[config.mk]
export PLATFORM = sky130hd
export DESIGN_NAME = elevator_request_scheduler
export DESIGN_NICKNAME = d
export VERILOG_FILES = /design/src/rtl/elevator_request_scheduler.sv
export SDC_FILE = /design/constraint.sdc
export NUM_CORES = 1
export LEC_CHECK = 0
export CORE_MARGIN = 2
export CORE_UTILIZATION = 40
export DETAILED_ROUTE_END_ITERATION = 10
export GPL_TIMING_DRIVEN = 1
export SYNTH_ARGS = -nofsm -noshare
export SYNTH_HDL_FRONTEND = slang
export SYNTH_SLANG_ARGS = --single-unit
[constraint.sdc]
create_clock -name clock -period 3.2 [get_ports clock]
set_input_delay 0.96 -clock clock [delete_from_list [all_inputs] [get_ports clock]]
set_output_delay 0.96 -clock clock [all_outputs]
set_load 0.05 [all_outputs]
[src/rtl/elevator_request_scheduler.sv]
// LOOK-policy scheduler between the button logic and the elevator controller: it collects
// floor calls, hands the controller one target at a time and times the door dwell after each stop.
module elevator_request_scheduler #(
  parameter int NUM_FLOORS   = 16,
  parameter int FLOOR_W      = 4,
  parameter int DWELL_CYCLES = 8
) (
  input  logic                  clock,
  input  logic                  reset,
  input  logic                  call_valid,
  input  logic [FLOOR_W-1:0]    call_floor,
  input  logic [FLOOR_W-1:0]    current_floor,
  input  logic                  complete,
  input  logic                  weight_alert,
  input  logic                  door_alert,
  output logic [FLOOR_W-1:0]    target_floor,
  output logic                  target_valid,
  output logic                  direction,
  output logic                  door_cmd,
  output logic [NUM_FLOORS-1:0] pending,
  output logic                  busy
);

  localparam int CNT_W = $clog2(DWELL_CYCLES + 1);
  localparam logic [CNT_W-1:0] DWELL_LOAD = CNT_W'(DWELL_CYCLES);
  localparam logic [CNT_W-1:0] CNT_ONE    = CNT_W'(1);

  typedef enum logic [1:0] {IDLE, SELECT, WAIT, DWELL} state_t;

  state_t                state_q, state_d;
  logic [NUM_FLOORS-1:0] pending_q, pending_d;
  logic [FLOOR_W-1:0]    target_floor_q, target_floor_d;
  logic                  target_valid_q, target_valid_d;
  logic                  direction_q, direction_d;
  logic                  door_cmd_q, door_cmd_d;
  logic                  busy_q, busy_d;
  logic [CNT_W-1:0]      dwell_q, dwell_d;

  logic [NUM_FLOORS-1:0] call_mask, target_mask, set_mask, clear_mask;
  logic                  up_found, down_found, sel_found, sel_dir;
  logic [FLOOR_W-1:0]    up_floor, down_floor, sel_floor;
  logic                  alert, call_here, retarget;

  // Out-of-range call floors decode to an all-zero mask, so they never touch pending.
  genvar gi;
  generate
    for (gi = 0; gi < NUM_FLOORS; gi++) begin : g_decode
      assign call_mask[gi]   = call_valid && (call_floor == FLOOR_W'(gi));
      assign target_mask[gi] = (target_floor_q == FLOOR_W'(gi));
    end
  endgenerate

  // Nearest pending floor at or above / at or below the car.
  always_comb begin
    up_found   = 1'b0;
    up_floor   = '0;
    down_found = 1'b0;
    down_floor = '0;
    for (int i = NUM_FLOORS - 1; i >= 0; i--) begin
      if (pending_q[i] && (FLOOR_W'(i) >= current_floor)) begin
        up_found = 1'b1;
        up_floor = FLOOR_W'(i);
      end
    end
    for (int i = 0; i < NUM_FLOORS; i++) begin
      if (pending_q[i] && (FLOOR_W'(i) <= current_floor)) begin
        down_found = 1'b1;
        down_floor = FLOOR_W'(i);
      end
    end
  end

  always_comb begin
    sel_found = up_found | down_found;
    sel_dir   = direction_q;
    sel_floor = '0;
    if (direction_q) begin
      sel_dir   = up_found;
      sel_floor = up_found ? up_floor : down_floor;
    end else begin
      sel_dir   = !down_found;
      sel_floor = down_found ? down_floor : up_floor;
    end
  end

  assign alert     = weight_alert | door_alert;
  assign call_here = (|call_mask) && (call_floor == current_floor);
  assign retarget  = (|call_mask) &&
                     (direction_q ? ((call_floor > current_floor) && (call_floor < target_floor_q))
                                  : ((call_floor < current_floor) && (call_floor > target_floor_q)));

  always_comb begin
    state_d        = state_q;
    target_floor_d = target_floor_q;
    target_valid_d = 1'b0;
    direction_d    = direction_q;
    door_cmd_d     = door_cmd_q;
    dwell_d        = dwell_q;
    clear_mask     = '0;
    // A call for the floor the doors are open at just extends the dwell.
    set_mask       = ((state_q == DWELL) && call_here) ? '0 : call_mask;
    if (!alert) begin
      unique case (state_q)
        IDLE: begin
          if (|pending_q) state_d = SELECT;
        end
        SELECT: begin
          if (sel_found) begin
            target_floor_d = sel_floor;
            direction_d    = sel_dir;
            target_valid_d = 1'b1;
            state_d        = WAIT;
          end else begin
            state_d = IDLE;
          end
        end
        WAIT: begin
          if (complete && (current_floor == target_floor_q)) begin
            clear_mask = target_mask;
            dwell_d    = DWELL_LOAD;
            door_cmd_d = 1'b1;
            state_d    = DWELL;
          end else begin
            target_valid_d = 1'b1;
            if (retarget) target_floor_d = call_floor;
          end
        end
        DWELL: begin
          if (call_here) begin
            dwell_d = DWELL_LOAD;
          end else begin
            dwell_d = dwell_q - CNT_ONE;
            if (dwell_q == CNT_ONE) begin
              door_cmd_d = 1'b0;
              state_d    = (|pending_q) ? SELECT : IDLE;
            end
          end
        end
        default: state_d = IDLE;
      endcase
    end
    // Clear is applied after set so a call to the floor being served does not re-arm it.
    pending_d = (pending_q | set_mask) & ~clear_mask;
    busy_d    = (state_d != IDLE);
  end

  always_ff @(posedge clock) begin
    if (reset) begin
      state_q        <= IDLE;
      pending_q      <= '0;
      target_floor_q <= '0;
      target_valid_q <= 1'b0;
      direction_q    <= 1'b1;
      door_cmd_q     <= 1'b0;
      busy_q         <= 1'b0;
      dwell_q        <= '0;
    end else begin
      state_q        <= state_d;
      pending_q      <= pending_d;
      target_floor_q <= target_floor_d;
      target_valid_q <= target_valid_d;
      direction_q    <= direction_d;
      door_cmd_q     <= door_cmd_d;
      busy_q         <= busy_d;
      dwell_q        <= dwell_d;
    end
  end

  assign target_floor = target_floor_q;
  assign target_valid = target_valid_q;
  assign direction    = direction_q;
  assign door_cmd     = door_cmd_q;
  assign pending      = pending_q;
  assign busy         = busy_q;

endmodule

==> results_dict.tcl, run 1 <==
set metrics [dict create \
    dp_hpwl_mm 7.17 \
    final_layout_size_suffix_gt1_share_pct 20.4 \
    fin_skew_ns 0.00867 \
    root_buffer "clkbuf_8" \
    cts.sinks 30 \
    grt-ovfl-total 0 \
    yosysMostFrequentCell "nor2_1" \
    synthArstFlopShare_pct 0 \
    synth_commonest_cells "47 x nor2_1, 38 x a21oi_1, 30 x dfxtp_1, 24 x nand2_1, 24 x nor3_1" \
    cpMostUsedCell "buf_4" \
    routed-wl-met3_microns 733 \
    area_growth_syn_to_layout_pct 39.1 \
    cp_slowest_cell "nor4b_2" \
    wl_met2_mm 4.05 \
    ys_seq_area_share_pct 23.0 \
    max_freq_mhz 325 \
    maxSlewViolCount 0 \
    drt-met1-wl_mm 4.41 \
    path_cells "dlygate4sd2_1 -> buf_2 -> buf_4 -> buf_4 -> nor4_1 -> o21bai_1 -> nor4b_2 -> buf_4 -> nand2_1 -> o21a_1 -> o21ai_2 -> o31ai_2 -> or2_2" \
    clockBufferDepth 2 \
    yosysTopAreaCellShare_pct 23.0 \
    htree_levels 2 \
    grt_antenna_before_repair 0 \
    critPathKind "in -> reg" \
    top_layer_used "met4" \
    crit_buf_inv 5 \
    drc 0 \
    grt_pass1_vias 3013 \
    antenna_cells 0 \
    routedWlPerCell_microns 17.6 \
    dieArea_sq_um 7190 \
    synth.net_count 402 \
    p_per_area_nw_per_um2 283 \
    synthTopCellsByArea "dfxtp_1 23%, a21oi_1 7.3%, nor2_1 6.8%" \
    setup_viol 0 \
    ys.flop_type "dfxtp_1" \
    worstPathMaxFanout 5 \
    grt_usage_pct 26.6 \
    grt_max_degree 30 \
    stdcell_count 537 \
    tightestPinTransition_ns 0.760 \
    critPathTopFamily "simple AND/OR/NAND/NOR gates" \
    grt_pass1_wl_mm 15.2 \
    cp_slowest_stage_delay_ns 0.29 \
    fp.dieH_microns 84.8 \
    num_rows 29 \
    ys_types 62 \
    crit_path_end_kind "flop" \
    clk_pin_slew_ns 0.07 \
    synth_area_per_cell_sq_um 6.98 \
    status "complete, no violations" \
    max-cap-violations 0 \
    yosys_warnings 0 \
    drt_first_iter_violations 412 \
    power_leakage_nw 1.41 \
    ys_seq_elements 30 \
    fin_crit_sh_pct 96.0 \
    place_inst 525 \
    fin_crit_ns 3.07 \
    dr.pass1.iters 5 \
    vias_per_cell 5.99 \
    required_ns 3.38 \
    cts_tree "built" \
    die_x_microns 84.8 \
    grt_setup_unrepaired "no" \
    start_util_pct 41.4 \
    io_pins 38 \
    clk_latency_ns 0.29 \
    drtAntennaViolNets 0 \
    place_congestion 0.975 \
    nNetsFinal 487 \
    syn-instance-count 374 \
    synth_edf_count 0 \
    ir_drop_mv 0.168 \
    slew_headroom_pct 49.4 \
    num_vias 3215 \
    worstPathArrival_ns 3.25 \
    hold_violations 0 \
    hold_buffers 0 \
    port_buffers 37 \
    final_core_util_pct 57.5 \
    critPathLaunchType "input port" \
    yosys.area.top_type "dfxtp_1" \
    cts_buffers 5 \
    netlist_area_sq_um 2610 \
    coreArea_sq_um 6310 \
    hold_class "reg -> reg" \
    drt_wl_total_mm 9.45 \
]
-- area by class of cell --
class / count / area, sq um
Clock buffer: 7 / 86.3
Clock inverter: 1 / 5.00
Fill cell: 609 / 2680
Inverter: 23 / 86.3
Multi-Input combinational cell: 300 / 1910
Sequential cell: 30 / 601
Tap cell: 77 / 96.3
Timing Repair Buffer: 99 / 843
-- where the power goes --
group	switching, W	leakage (nW)	internal [W]
clock network	0.000152	0.0482	0.000173
registers	0.0000126	0.242	0.000381
logic	0.000169	1.12	0.000138
-- metrics by stage --
stage / hold WS (ns) / setup slack, ns / instance area, sq um / setup TNS (ns) / total power, W
after global routing: 0.527 / 0.00762 / 3630 / 0 / 0.00107
after detailed placement: 0.475 / -0.564 / 3420 / -4.46 / 0.000681
after global placement: 0.462 / -0.590 / 3420 / -4.59 / 0.000679
final: 0.486 / 0.127 / 3630 / 0 / 0.00103
after CTS: 0.485 / 0.117 / 3610 / 0 / 0.00102
after floorplan: 0.448 / 0.144 / 2610 / 0 / 0.000563
-- registers in the layout, indices dropped and copies added (netlist names) --
register / count
door_cmd: 1
pending: 16
target_floor: 4
busy: 1
dwell_q: 4
state_q: 2
direction: 1
target_valid: 1
-- routing by layer --
metal | vias to the layer above | GRT usage [%]
met5 | - | 0
li1 | 1560 | -
met1 | 1473 | 38.0
met4 | 0 | 9.24
met2 | 157 | 40.7
met3 | 25 | 4.13
-- what timing repair did --
item,in CTS,in global routing
gates resized for setup,26,6
setup buffers,3,0
pin swaps,2,1
gates cloned,1,0
setup endpoints to repair,8,3
-- cell usage in the layout (no fill, tap or decap), types with 5 or more instances in the layout --
master	Yosys	final
nor2b_1	7	7
clkdlybuf4s50_1	0	33
buf_4	4	56
nor3_1	24	23
o22ai_1	7	7
or2_2	5	5
o21ai_0	23	20
nand3_1	11	10
nor2_1	47	46
a21oi_1	38	38
dfxtp_1	30	30
a211oi_1	6	5
buf_6	0	5
ha_1	14	14
inv_1	23	23
clkbuf_8	0	6
nand2_1	24	24
a31oi_1	7	7
nand2b_1	6	6
a21o_1	5	5
-- path summary, 6_finish.rpt --
| check | slack (ns) | startpoint | end | cells after the start |
|---|---|---|---|---|
| worst max-delay path | 0.13 | current_floor[0] | busy$_SDFF_PP0_ | 13 |
| worst min-delay path | 0.49 | dwell_q[3]$_SDFFE_PP0P_ | dwell_q[3]$_SDFFE_PP0P_ | 1 |
| worst max register to register | 0.66 | target_floor[1]$_SDFFE_PP0P_ | target_floor[0]$_SDFFE_PP0P_ | 9 |
| worst min register to register | 0.49 | dwell_q[3]$_SDFFE_PP0P_ | dwell_q[3]$_SDFFE_PP0P_ | 1 |
-- cell families (layout without fill, tap and decap cells) --
family | Yosys count | after routing | share of synthesized area (%)
compound gates | 129 | 129 | 32.4
xor+xnor | 4 | 4 | 1.34
fa+ha+maj | 14 | 14 | 6.71
buf+inv | 44 | 130 | 6.95
flops | 30 | 30 | 23.0
mux | 2 | 2 | 0.958
simple gates | 151 | 151 | 28.6
Note: power is estimated with default switching activity, not from simulation.
==> run 2, diff against run 1 <==
GPL_TIMING_DRIVEN = 0   (was 1)
SLEW_MARGIN = 25   (was not set)
==> run 2 against run 1 <==
Effect of this change:
- first-iteration DRC count shrank 26%
- critical path depth is 2 lower
- via count down 3.5%
- flip-flop and latch count unchanged
- sequential share of layout area rose by 1.0 points
- power increased by 1.6%
- cell count decreased by 6.5%
- worst hold slack got worse by 0.0056 ns
- core utilization fell by 3.4 points
- worst setup slack got worse by 0.051 ns
==> results_dict.tcl, run 2 (synthesized netlist as in run 1, its figures left out) <==
set metrics [dict create \
    setup_viol 0 \
    grt_pass1_vias 2892 \
    slew_headroom_pct 60.4 \
    rrSetupSlack_ns 0.53 \
    fp.dieH_microns 84.8 \
    crit_buf_inv 3 \
    grt-ovfl-total 0 \
    grt_setup_unrepaired "no" \
    root_buffer "clkbuf_8" \
    nFillCells 608 \
    cts_buffers 5 \
    area_growth_syn_to_layout_pct 30.9 \
    worstPathMaxFanout 7 \
    ir_drop_mv 0.192 \
    drt_wl_total_mm 8.98 \
    largest_register_ffs 16 \
    min-delay-start "door_cmd$_SDFFE_PP0P_" \
    nNetsFinal 452 \
    place_congestion 0.893 \
    io_pins 38 \
    r2r_cells 10 \
    dp_hpwl_mm 6.61 \
    cp-startpoint "current_floor[2]" \
    cp.depth 11 \
    grt_max_degree 11 \
    path_cells "dlygate4sd2_1 -> buf_6 -> nand4_1 -> a21o_1 -> o21bai_4 -> or4_4 -> buf_6 -> mux2_4 -> nand2_1 -> a21oi_1 -> o41ai_2" \
    crit_path_end "target_floor[0]$_SDFFE_PP0P_" \
    grt_antenna_before_repair 0 \
    tns_ns 0 \
    routedWlPerCell_microns 17.9 \
    vias_per_cell 6.18 \
    final_common_cell "nor2_1" \
    fin_skew_ns 0.00345 \
    p_per_area_nw_per_um2 305 \
    crit_path_end_kind "flop" \
    timing.rr.end "target_floor[0]$_SDFFE_PP0P_" \
    dpl-instance-area_sq_um 3070 \
    num_rows 29 \
    max-cap-violations 0 \
    critPathLaunchType "input port" \
    drt-met1-wl_mm 4.14 \
    grt_pass1_wl_mm 14.4 \
    critPathKind "in -> reg" \
    wl_met2_mm 4.00 \
    drtAntennaViolNets 0 \
    cp_slowest_stage_delay_ns 0.52 \
    worstPathArrival_ns 3.30 \
    hold_violations 0 \
    cts.sinks 30 \
    final_layout_size_suffix_gt1_share_pct 13.2 \
    reg2reg_from "target_floor[1]$_SDFFE_PP0P_" \
    coreArea_sq_um 6310 \
    status "complete, no violations" \
    required_ns 3.37 \
    dr.pass1.iters 6 \
    tightestPinTransition_ns 0.590 \
    routed-wl-met3_microns 594 \
    cpMostUsedCell "buf_6" \
    fin_crit_ns 3.12 \
    num_vias 3101 \
    critPathTopFamily "compound AO/OA/AOI/OAI gates" \
    drc 0 \
    htree_levels 2 \
    fin_crit_sh_pct 97.6 \
    port_buffers 36 \
    drt_first_iter_violations 306 \
    grt_usage_pct 24.8 \
    hold_class "reg -> reg" \
    final_cell_area_sq_um 3420 \
    power_leakage_nw 1.24 \
    mostFrequentLayoutCells "45 x nor2_1, 36 x a21oi_1, 30 x dfxtp_1, 30 x clkdlybuf4s50_1, 23 x nand2_1" \
    clockBufferDepth 2 \
    cts_tree "built" \
    maxSlewViolCount 0 \
    dieArea_sq_um 7190 \
    hold_buffers 0 \
    power_w 0.00104 \
    clk_pin_slew_ns 0.07 \
    max_freq_mhz 320 \
    antenna_cells 0 \
    clk_latency_ns 0.28 \
    die_x_microns 84.8 \
    start_util_pct 41.4 \
    cp_slowest_cell "or4_4" \
    top_layer_used "met4" \
]
-- run 2: cell types whose count changed in the layout (fill, tap and decap cells not counted), moves of 2 or more --
cell             change
nor4b_2              -2
buf_4               -49
clkdlybuf4s50_1      -3
clkbuf_8             +3
nor4b_4              +2
clkbuf_1             +9
a21oi_2              +2
clkbuf_2             +2
nor4_1               -2
a21oi_1              -2
buf_1                +2
dlymetal6s2s_1       +2
-- run 2: worst reg2reg max path: cells and delay by family (launching register included) --
| kind | cells | cell delay, ns |
|---|---|---|
| buffers and inverters | 2 | 0.53 |
| AO/OA/AOI/OAI | 3 | 0.65 |
| AND/OR/NAND/NOR | 4 | 0.69 |
| flip-flops | 1 | 0.35 |
| adder cells (fa/ha/maj) | 1 | 0.33 |
-- run 2: area by class of cell --
type / count / area, sq um / area share [%]
repair buffers: 43 / 407 / 11.9
inverters: 23 / 86.3 / 2.53
flip-flops and latches: 30 / 601 / 17.6
well taps: 77 / 96.3 / 2.82
plain buffers: 21 / 129 / 3.77
clock buffers: 8 / 110 / 3.22
multi-input cells: 300 / 1990 / 58.2
-- run 2: layer usage --
metal | GRT usage [%] | up-vias
li1 | - | 1486
met1 | 35.6 | 1430
met2 | 37.9 | 157
met3 | 3.24 | 28
met4 | 9.24 | 0
met5 | 0 | -
-- run 2: stage by stage --
step / instances / setup slack, ns / hold WS (ns) / utilization (%)
after CTS: 502 / 0.0125 / 0.480 / 52.9
after global routing: 502 / 0.00783 / 0.510 / 54.1
after global placement: 487 / -1.05 / 0.467 / 48.6
after detailed placement: 487 / -0.990 / 0.471 / 48.6
after floorplan: 374 / 0.144 / 0.448 / -
final: 502 / 0.0757 / 0.480 / 54.1
-- run 2: worst min path at each step --
stage                                    to  slack (ns)  cells after the start
detailed placement    door_cmd$_SDFFE_PP0P_        0.47                      2
finish                door_cmd$_SDFFE_PP0P_        0.48                      2
CTS                   door_cmd$_SDFFE_PP0P_        0.48                      2
global route        dwell_q[3]$_SDFFE_PP0P_        0.51                      1
floorplan           dwell_q[3]$_SDFFE_PP0P_        0.45                      1
global placement      door_cmd$_SDFFE_PP0P_        0.47                      2
-- run 2: what timing repair did --
| action | CTS | global route |
|---|---|---|
| setup buffers | 6 | 0 |
| endpoints found under the setup margin | 30 | 4 |
| pin swaps | 6 | 2 |
| resized for setup | 31 | 22 |
| cloned | 1 | 0 |
-- run 2: power by group --
group	switching [W]	internal [W]
registers	0.0000117	0.000381
clock network	0.000150	0.000217
logic	0.000169	0.000113
total	0.000331	0.000711
==> run 3, diff against run 2 <==
GPL_TIMING_DRIVEN = not set   (was 0)
==> results of run 3 <==
Same layout as run 1: the final DEF is identical, and so are final timing and power.
